[src/rtl/vga_pkg.sv]
`default_nettype none
// ============================================================================
// Module      : vga_pkg
// Description : Shared constants for the 800x600 display pipeline and the
//               state encoding / helpers used by vblank_arbiter.
//               H_ACTIVE/V_ACTIVE/H_TOTAL/V_TOTAL : 800x600 @ 40 MHz timing
//               OWNER_W                           : width of owner/pointer
//               arb_state_e                       : IDLE / ARB / GRANT
//               next_idx()                        : owner+1 modulo N
// Revision    : 1.0 - initial release
// ============================================================================
package vga_pkg;

    localparam int H_ACTIVE = 800;
    localparam int V_ACTIVE = 600;
    localparam int H_TOTAL  = 1056;
    localparam int V_TOTAL  = 628;

    // Owner index is always 3 bits wide so up to 8 requesters fit.
    localparam int OWNER_W  = 3;

    typedef enum logic [1:0] {
        ST_IDLE  = 2'd0,
        ST_ARB   = 2'd1,
        ST_GRANT = 2'd2
    } arb_state_e;

    // Round-robin successor: wraps to 0 after the last requester.
    function automatic logic [OWNER_W-1:0] next_idx(input logic [OWNER_W-1:0] idx,
                                                    input int                 n);
        if (int'(idx) >= n - 1) begin
            next_idx = '0;
        end else begin
            next_idx = idx + 1'b1;
        end
    endfunction

endpackage : vga_pkg
`default_nettype wire

[src/rtl/vblank_arbiter_rr_pick.sv]
`default_nettype none
// ============================================================================
// Module      : rr_pick
// Description : Combinational round-robin priority search. Starting at ptr
//               and wrapping modulo N_REQ, returns the first asserted request.
//   req   in  N_REQ   request vector
//   ptr   in  3       first index to consider (always < N_REQ)
//   valid out 1       at least one request is asserted
//   idx   out 3       index of the winning request (0 when !valid)
// Revision    : 1.0 - initial release
// ============================================================================
module rr_pick
    import vga_pkg::*;
#(
    parameter int N_REQ = 4
) (
    input  logic [N_REQ-1:0]   req,
    input  logic [OWNER_W-1:0] ptr,
    output logic               valid,
    output logic [OWNER_W-1:0] idx
);

    // Rotating the doubled vector right by ptr puts requester ptr at bit 0,
    // so a plain lowest-bit-first search implements the wrap-around order.
    logic [2*N_REQ-1:0] w_dbl;
    logic [N_REQ-1:0]   w_rot;
    logic [OWNER_W-1:0] w_off;
    logic [OWNER_W:0]   w_sum;

    assign w_dbl = {req, req};
    assign w_rot = w_dbl[N_REQ-1:0] == '0 ? '0 : N_REQ'(w_dbl >> ptr);

    always_comb begin
        valid = 1'b0;
        w_off = '0;
        for (int j = N_REQ - 1; j >= 0; j--) begin
            if (w_rot[j]) begin
                valid = 1'b1;
                w_off = OWNER_W'(j);
            end
        end
    end

    // Undo the rotation: (ptr + offset) modulo N_REQ.
    always_comb begin
        w_sum = {1'b0, ptr} + {1'b0, w_off};
        if (w_sum >= (OWNER_W+1)'(N_REQ)) begin
            w_sum = w_sum - (OWNER_W+1)'(N_REQ);
        end
        idx = valid ? w_sum[OWNER_W-1:0] : '0;
    end

endmodule : rr_pick
`default_nettype wire

[src/rtl/vblank_arbiter.sv]
`default_nettype none
// ============================================================================
// Module      : vblank_arbiter
// Description : Grants round-robin access to shared drawing-state registers
//               only while vertical blanking is active, so updates never tear
//               a visible frame. Also produces a frame-start pulse and a
//               wrapping frame counter.
//   pclk        in   1       pixel clock
//   reset       in   1       asynchronous active-low reset
//   vblnk_in    in   1       vertical blanking from the timing chain
//   req         in   N_REQ   per-requester request, held until own done
//   done        in   N_REQ   per-requester single-cycle release pulse
//   grant       out  N_REQ   registered one-hot grant, zero when no owner
//   owner_id    out  3       index of current/last owner
//   window_open out  1       registered vblnk_in
//   frame_start out  1       one-cycle pulse after vblank rising edge
//   frame_cnt   out  FCNT_W  frames since reset, wraps
//   timeout     out  1       one-cycle pulse, grant revoked after MAX_GRANT
//   abort       out  1       one-cycle pulse, grant revoked by end of vblank
// Revision    : 1.0 - initial release
// ============================================================================
module vblank_arbiter
    import vga_pkg::*;
#(
    parameter int N_REQ     = 4,
    parameter int MAX_GRANT = 256,
    parameter int FCNT_W    = 16
) (
    input  logic              pclk,
    input  logic              reset,
    input  logic              vblnk_in,
    input  logic [N_REQ-1:0]  req,
    input  logic [N_REQ-1:0]  done,
    output logic [N_REQ-1:0]  grant,
    output logic [2:0]        owner_id,
    output logic              window_open,
    output logic              frame_start,
    output logic [FCNT_W-1:0] frame_cnt,
    output logic              timeout,
    output logic              abort
);

    localparam int               TMR_W    = $clog2(MAX_GRANT);
    localparam logic [TMR_W-1:0] TMR_LAST = TMR_W'(MAX_GRANT - 1);

    arb_state_e          state_q, state_d;
    logic                vblnk_q;
    logic [N_REQ-1:0]    grant_q, grant_d;
    logic [OWNER_W-1:0]  owner_q, owner_d;
    logic [OWNER_W-1:0]  ptr_q, ptr_d;
    logic [TMR_W-1:0]    timer_q, timer_d;
    logic                frame_start_q, frame_start_d;
    logic [FCNT_W-1:0]   frame_cnt_q, frame_cnt_d;
    logic                timeout_q, timeout_d;
    logic                abort_q, abort_d;

    logic                w_rise;
    logic                w_fall;
    logic                w_owner_done;
    logic                w_pick_valid;
    logic [OWNER_W-1:0]  w_pick_idx;

    assign w_rise = vblnk_in & ~vblnk_q;
    assign w_fall = ~vblnk_in & vblnk_q;

    // grant_q is one-hot on the owner while in GRANT, so masking done with it
    // selects the owner's bit and ignores everyone else's.
    assign w_owner_done = |(done & grant_q);

    rr_pick #(
        .N_REQ (N_REQ)
    ) u_rr_pick (
        .req   (req),
        .ptr   (ptr_q),
        .valid (w_pick_valid),
        .idx   (w_pick_idx)
    );

    always_comb begin
        state_d       = state_q;
        grant_d       = grant_q;
        owner_d       = owner_q;
        ptr_d         = ptr_q;
        timer_d       = timer_q;
        timeout_d     = 1'b0;
        abort_d       = 1'b0;
        frame_start_d = w_rise;
        frame_cnt_d   = frame_cnt_q + FCNT_W'(w_rise);

        case (state_q)
            ST_IDLE: begin
                grant_d = '0;
                if (w_rise) begin
                    state_d = ST_ARB;
                end
            end

            ST_ARB: begin
                if (!vblnk_in) begin
                    state_d = ST_IDLE;
                end else if (w_pick_valid) begin
                    grant_d = {{(N_REQ-1){1'b0}}, 1'b1} << w_pick_idx;
                    owner_d = w_pick_idx;
                    timer_d = '0;
                    state_d = ST_GRANT;
                end
            end

            ST_GRANT: begin
                // A vblank rise here can only be a glitch; it is ignored.
                if (w_owner_done) begin
                    // Release on the fall cycle is clean: no abort pulse.
                    grant_d = '0;
                    ptr_d   = next_idx(owner_q, N_REQ);
                    state_d = w_fall ? ST_IDLE : ST_ARB;
                end else if (w_fall) begin
                    grant_d = '0;
                    abort_d = 1'b1;
                    ptr_d   = next_idx(owner_q, N_REQ);
                    state_d = ST_IDLE;
                end else if (timer_q == TMR_LAST) begin
                    grant_d   = '0;
                    timeout_d = 1'b1;
                    ptr_d     = next_idx(owner_q, N_REQ);
                    state_d   = ST_ARB;
                end else begin
                    timer_d = timer_q + 1'b1;
                end
            end

            default: begin
                grant_d = '0;
                state_d = ST_IDLE;
            end
        endcase
    end

    always_ff @(posedge pclk or negedge reset) begin
        if (!reset) begin
            state_q       <= ST_IDLE;
            vblnk_q       <= 1'b0;
            grant_q       <= '0;
            owner_q       <= '0;
            ptr_q         <= '0;
            timer_q       <= '0;
            frame_start_q <= 1'b0;
            frame_cnt_q   <= '0;
            timeout_q     <= 1'b0;
            abort_q       <= 1'b0;
        end else begin
            state_q       <= state_d;
            vblnk_q       <= vblnk_in;
            grant_q       <= grant_d;
            owner_q       <= owner_d;
            ptr_q         <= ptr_d;
            timer_q       <= timer_d;
            frame_start_q <= frame_start_d;
            frame_cnt_q   <= frame_cnt_d;
            timeout_q     <= timeout_d;
            abort_q       <= abort_d;
        end
    end

    assign grant       = grant_q;
    assign owner_id    = owner_q;
    assign window_open = vblnk_q;
    assign frame_start = frame_start_q;
    assign frame_cnt   = frame_cnt_q;
    assign timeout     = timeout_q;
    assign abort       = abort_q;

endmodule : vblank_arbiter
`default_nettype wire

[config.mk]
export PLATFORM = sky130hd
export DESIGN_NAME = vblank_arbiter
export DESIGN_NICKNAME = d
export VERILOG_FILES = /design/src/rtl/vga_pkg.sv /design/src/rtl/vblank_arbiter_rr_pick.sv /design/src/rtl/vblank_arbiter.sv
export SDC_FILE = /design/constraint.sdc
export NUM_CORES = 1
export LEC_CHECK = 0
export ABC_AREA = 1
export BUFFER_PORTS_ARGS = -buffer_cell sky130_fd_sc_hd__buf_4
export CORE_UTILIZATION = 35
export CTS_BUF_LIST = sky130_fd_sc_hd__clkbuf_8
export CTS_CLUSTER_SIZE = 28
export DETAILED_ROUTE_END_ITERATION = 10
export HOLD_SLACK_MARGIN = 0.03
export PLACE_DENSITY = 0.59
export REMOVE_ABC_BUFFERS = 1
export SLEW_MARGIN = 20
export SYNTH_ARGS = -nofsm -noshare
export SYNTH_HDL_FRONTEND = slang
export SYNTH_SLANG_ARGS = --single-unit
[constraint.sdc]
create_clock -name pclk -period 2.81 [get_ports pclk]
set_input_delay 0.843 -clock pclk [delete_from_list [all_inputs] [get_ports pclk]]
set_output_delay 0.843 -clock pclk [all_outputs]
set_load 0.01 [all_outputs]
==> reports/results.tsv <==
metric	value	unit
depth of the most critical reg-to-reg path	14	
syn avg cell area	8.45	um2
Max-Cap Viols	0	
CTS tree	built	
Stages on worst setup path	15	
Die Y	81.1	um
sw frac	41.4	%
DRT iter0 DRCs	96	
first-pass GRT wire length	7.18	mm
worst path cell trace	buf_4, inv_1, nand2_1, nand3_1, nand3_2, a31oi_1, nor2_1, ha_1, fa_1, inv_1, nand2_1, a21boi_0, nor2_1, nand2_1, nand2_1	
Slew Viols, Final	0	
Worst Tran Pin Value	523	ps
CTS max path bufs	2	
Net Sw Power	912	uW
hold crit path type	reg2reg	
ratio of cells with drive above 1 in the final layout	25.2	%
CP Buf/Inv Count	3	
Post-Syn Instances	259	
clk root buf	clkbuf_8	
Crit. End Element	flop	
status	completed	
fin crit period	2470	ps
# IOs	38	
Core ar.	5990	um2
Sink Count	40	
post-synth top area cell	dfrtp_1	
Total Power	2200	uW
nets	324	
fmax	405	MHz
Setup Fix Bufs, Post-CTS	0	
grt total ovfl	0	
Worst Path Required	3000	ps
number of global-route vias before repair	1684	
Flop pwr share	38.7	%
I/O Buffers	37	
Internal	1290	uW
Routed Antenna Nets	0	
DRT Wirelength	4.23	mm
Worst-Skew Late Latency	290	ps
Largest stage delay, worst path	500	ps
post-cts gate resize count	0	
Crit Reg-Reg Endpoint	grant[0]$_DFFE_PN0P_	
clk_skew	10.6	ps
post-route setup slack	341	ps
ant diodes	0	
GP Congestion	0.814	
Starting Density	36.5	%
vias per inst	4.61	
# setup viols final	0	
largest cells by area after synthesis	dfrtp_1, nand2_1, xor2_1, nand3_1, inv_1	
Seq cells post-synth	40	
H-tree levels	2	
Core Rows	28	
remaining design rule violation count	0	
PwrDens	826	nW/um2
pin count of the biggest net entering global routing	41	
Clock power frac	18.4	%
unrepaired setup endpoints after global routing	no	
vias after detailed routing	1756	
GRT Overall Usage	14.1	%
LEAKAGE	0.00139	uW
Hold Vio Cnt, Final	0	
initial antenna violation count	0	
crit start category	primary input	
Die Area	6570	um2
Area Growth Syn to Fin	21.8	%
most frequent CP cell	nand2_1	
period utilization	87.9	%
mapped cell area	2190	um2
crit path to	grant[0]$_DFFE_PN0P_	
R2R setup slack	440	ps
top cell type's share of synthesized area	45.7	%
delay-heaviest family, CP	adder cells	
Seq/Total Area, Yosys	45.7	%
Logic pwr share	42.9	%
critical setup path kind	in2reg	
Arr. time, crit path	2650	ps
cts bufs inserted	5	
VDD IR max	0.000255	V
Slowest-stage cell, CP	fa_1	
worst-path fanout max	3	
commonest non-fill, non-tap cell in the layout	nand2_1	
CP startpoint	req[2]	
Netlist cell types	28	
clk slew on worst S/H paths	80	ps
hold buffers post-CTS	0	
setup slack at placement	37.5	ps
WL/cell	11.1	um
Synth Warn #	0	
commonest non-fill, non-tap cells in the layout	nand2_1, buf_4, dfrtp_1, inv_1, nand3_1	
total negative setup slack	0	ps
DR pass1 iterations	4	
origin of the critical flop-to-flop path	ptr_q[0]$_DFFE_PN0P_	
die extent in x	81.1	um
detailed placement HPWL	3.33	mm
slew margin rel.	64.8	%
==> flip-flops by register name, indices dropped and copies added, names as in the netlist <==
| signal | cells |
|---|---|
| frame_cnt | 16 |
| window_open | 1 |
| state_q | 2 |
| abort | 1 |
| owner_id | 3 |
| timer_q | 8 |
| grant | 4 |
| frame_start | 1 |
| ptr_q | 3 |
| timeout | 1 |
==> worst min path at each step <==
stage / from / end / slack [ps] / cells past startpoint
floorplan: timer_q[0]$_DFFE_PN0P_ / timer_q[0]$_DFFE_PN0P_ / 490 / 1
global placement: frame_cnt[15]$_DFF_PN0_ / frame_cnt[15]$_DFF_PN0_ / 460 / 1
detailed placement: frame_cnt[15]$_DFF_PN0_ / frame_cnt[15]$_DFF_PN0_ / 460 / 1
CTS: frame_cnt[15]$_DFF_PN0_ / frame_cnt[15]$_DFF_PN0_ / 470 / 1
global route: frame_cnt[15]$_DFF_PN0_ / frame_cnt[15]$_DFF_PN0_ / 490 / 1
finish: frame_cnt[15]$_DFF_PN0_ / frame_cnt[15]$_DFF_PN0_ / 470 / 1
==> metrics by stage <==
step / hold WS, ps / std cells / cell area, um2 / util (%)
floorplan: 487 / 257 / 2170 / -
global placement: 459 / 373 / 2570 / 42.9
detailed placement: 462 / 373 / 2570 / 42.9
CTS: 475 / 381 / 2670 / 44.5
global route: 494 / 381 / 2670 / 44.5
finish: 469 / 381 / 2670 / 44.5
==> Yosys cell counts <==
cell,count
nand3b_1,1
a21boi_0,1
xor2_1,14
nor3_1,11
o21ai_0,6
ha_1,7
inv_4,1
inv_1,26
fa_1,1
nand2_1,63
xnor2_1,3
o21ai_2,5
nand3_1,22
nand4_1,1
nor4_1,3
buf_6,2
o21ai_1,1
nand3_2,1
o31ai_1,3
a21oi_1,6
a31oi_1,1
dfrtp_1,40
nand2_4,2
nand2_2,11
nor2_4,2
nor2_1,19
inv_2,3
nor2_2,3
==> final cells by class <==
type	instances	area (um2)
Timing Repair Buffer	41	308
Clock inverter	2	15.0
Sequential cell	40	1000
Clock buffer	6	82.6
Tap cell	75	93.8
Inverter	30	115
Multi-Input combinational cell	187	1050
Fill cell	606	3330
==> power by group through the flow <==
stage          combinational [uW]  clock (uW)  sequential, uW
5_1_grt                      1080         438             873
6_report                      944         406             852
4_1_cts                       959         420             852
3_5_place_dp                  956           0             863
3_3_place_gp                  941           0             859
2_1_floorplan                 601           0             869
==> layer usage <==
layer  up-vias  global-route usage (%)  wire length [um]
li1        925                       -                 -
met2        25                    22.8              1990
met4         0                    5.54                65
met3         6                    2.92               108
met5         -                       0                 0
met1       800                    18.6              2070
==> kinds of logic (layout without fill, tap and decap cells) <==
group	after synthesis	in the layout	synth area share, %
buffers and inverters	32	79	6.29
AO/OA/AOI/OAI	23	23	6.63
AND/OR/NAND/NOR	139	139	29.6
XOR/XNOR	17	17	6.80
flip-flops	40	40	45.7
adder cells (fa/ha/maj)	8	8	4.92
No activity file was read; power rests on OpenSTA's default activity.
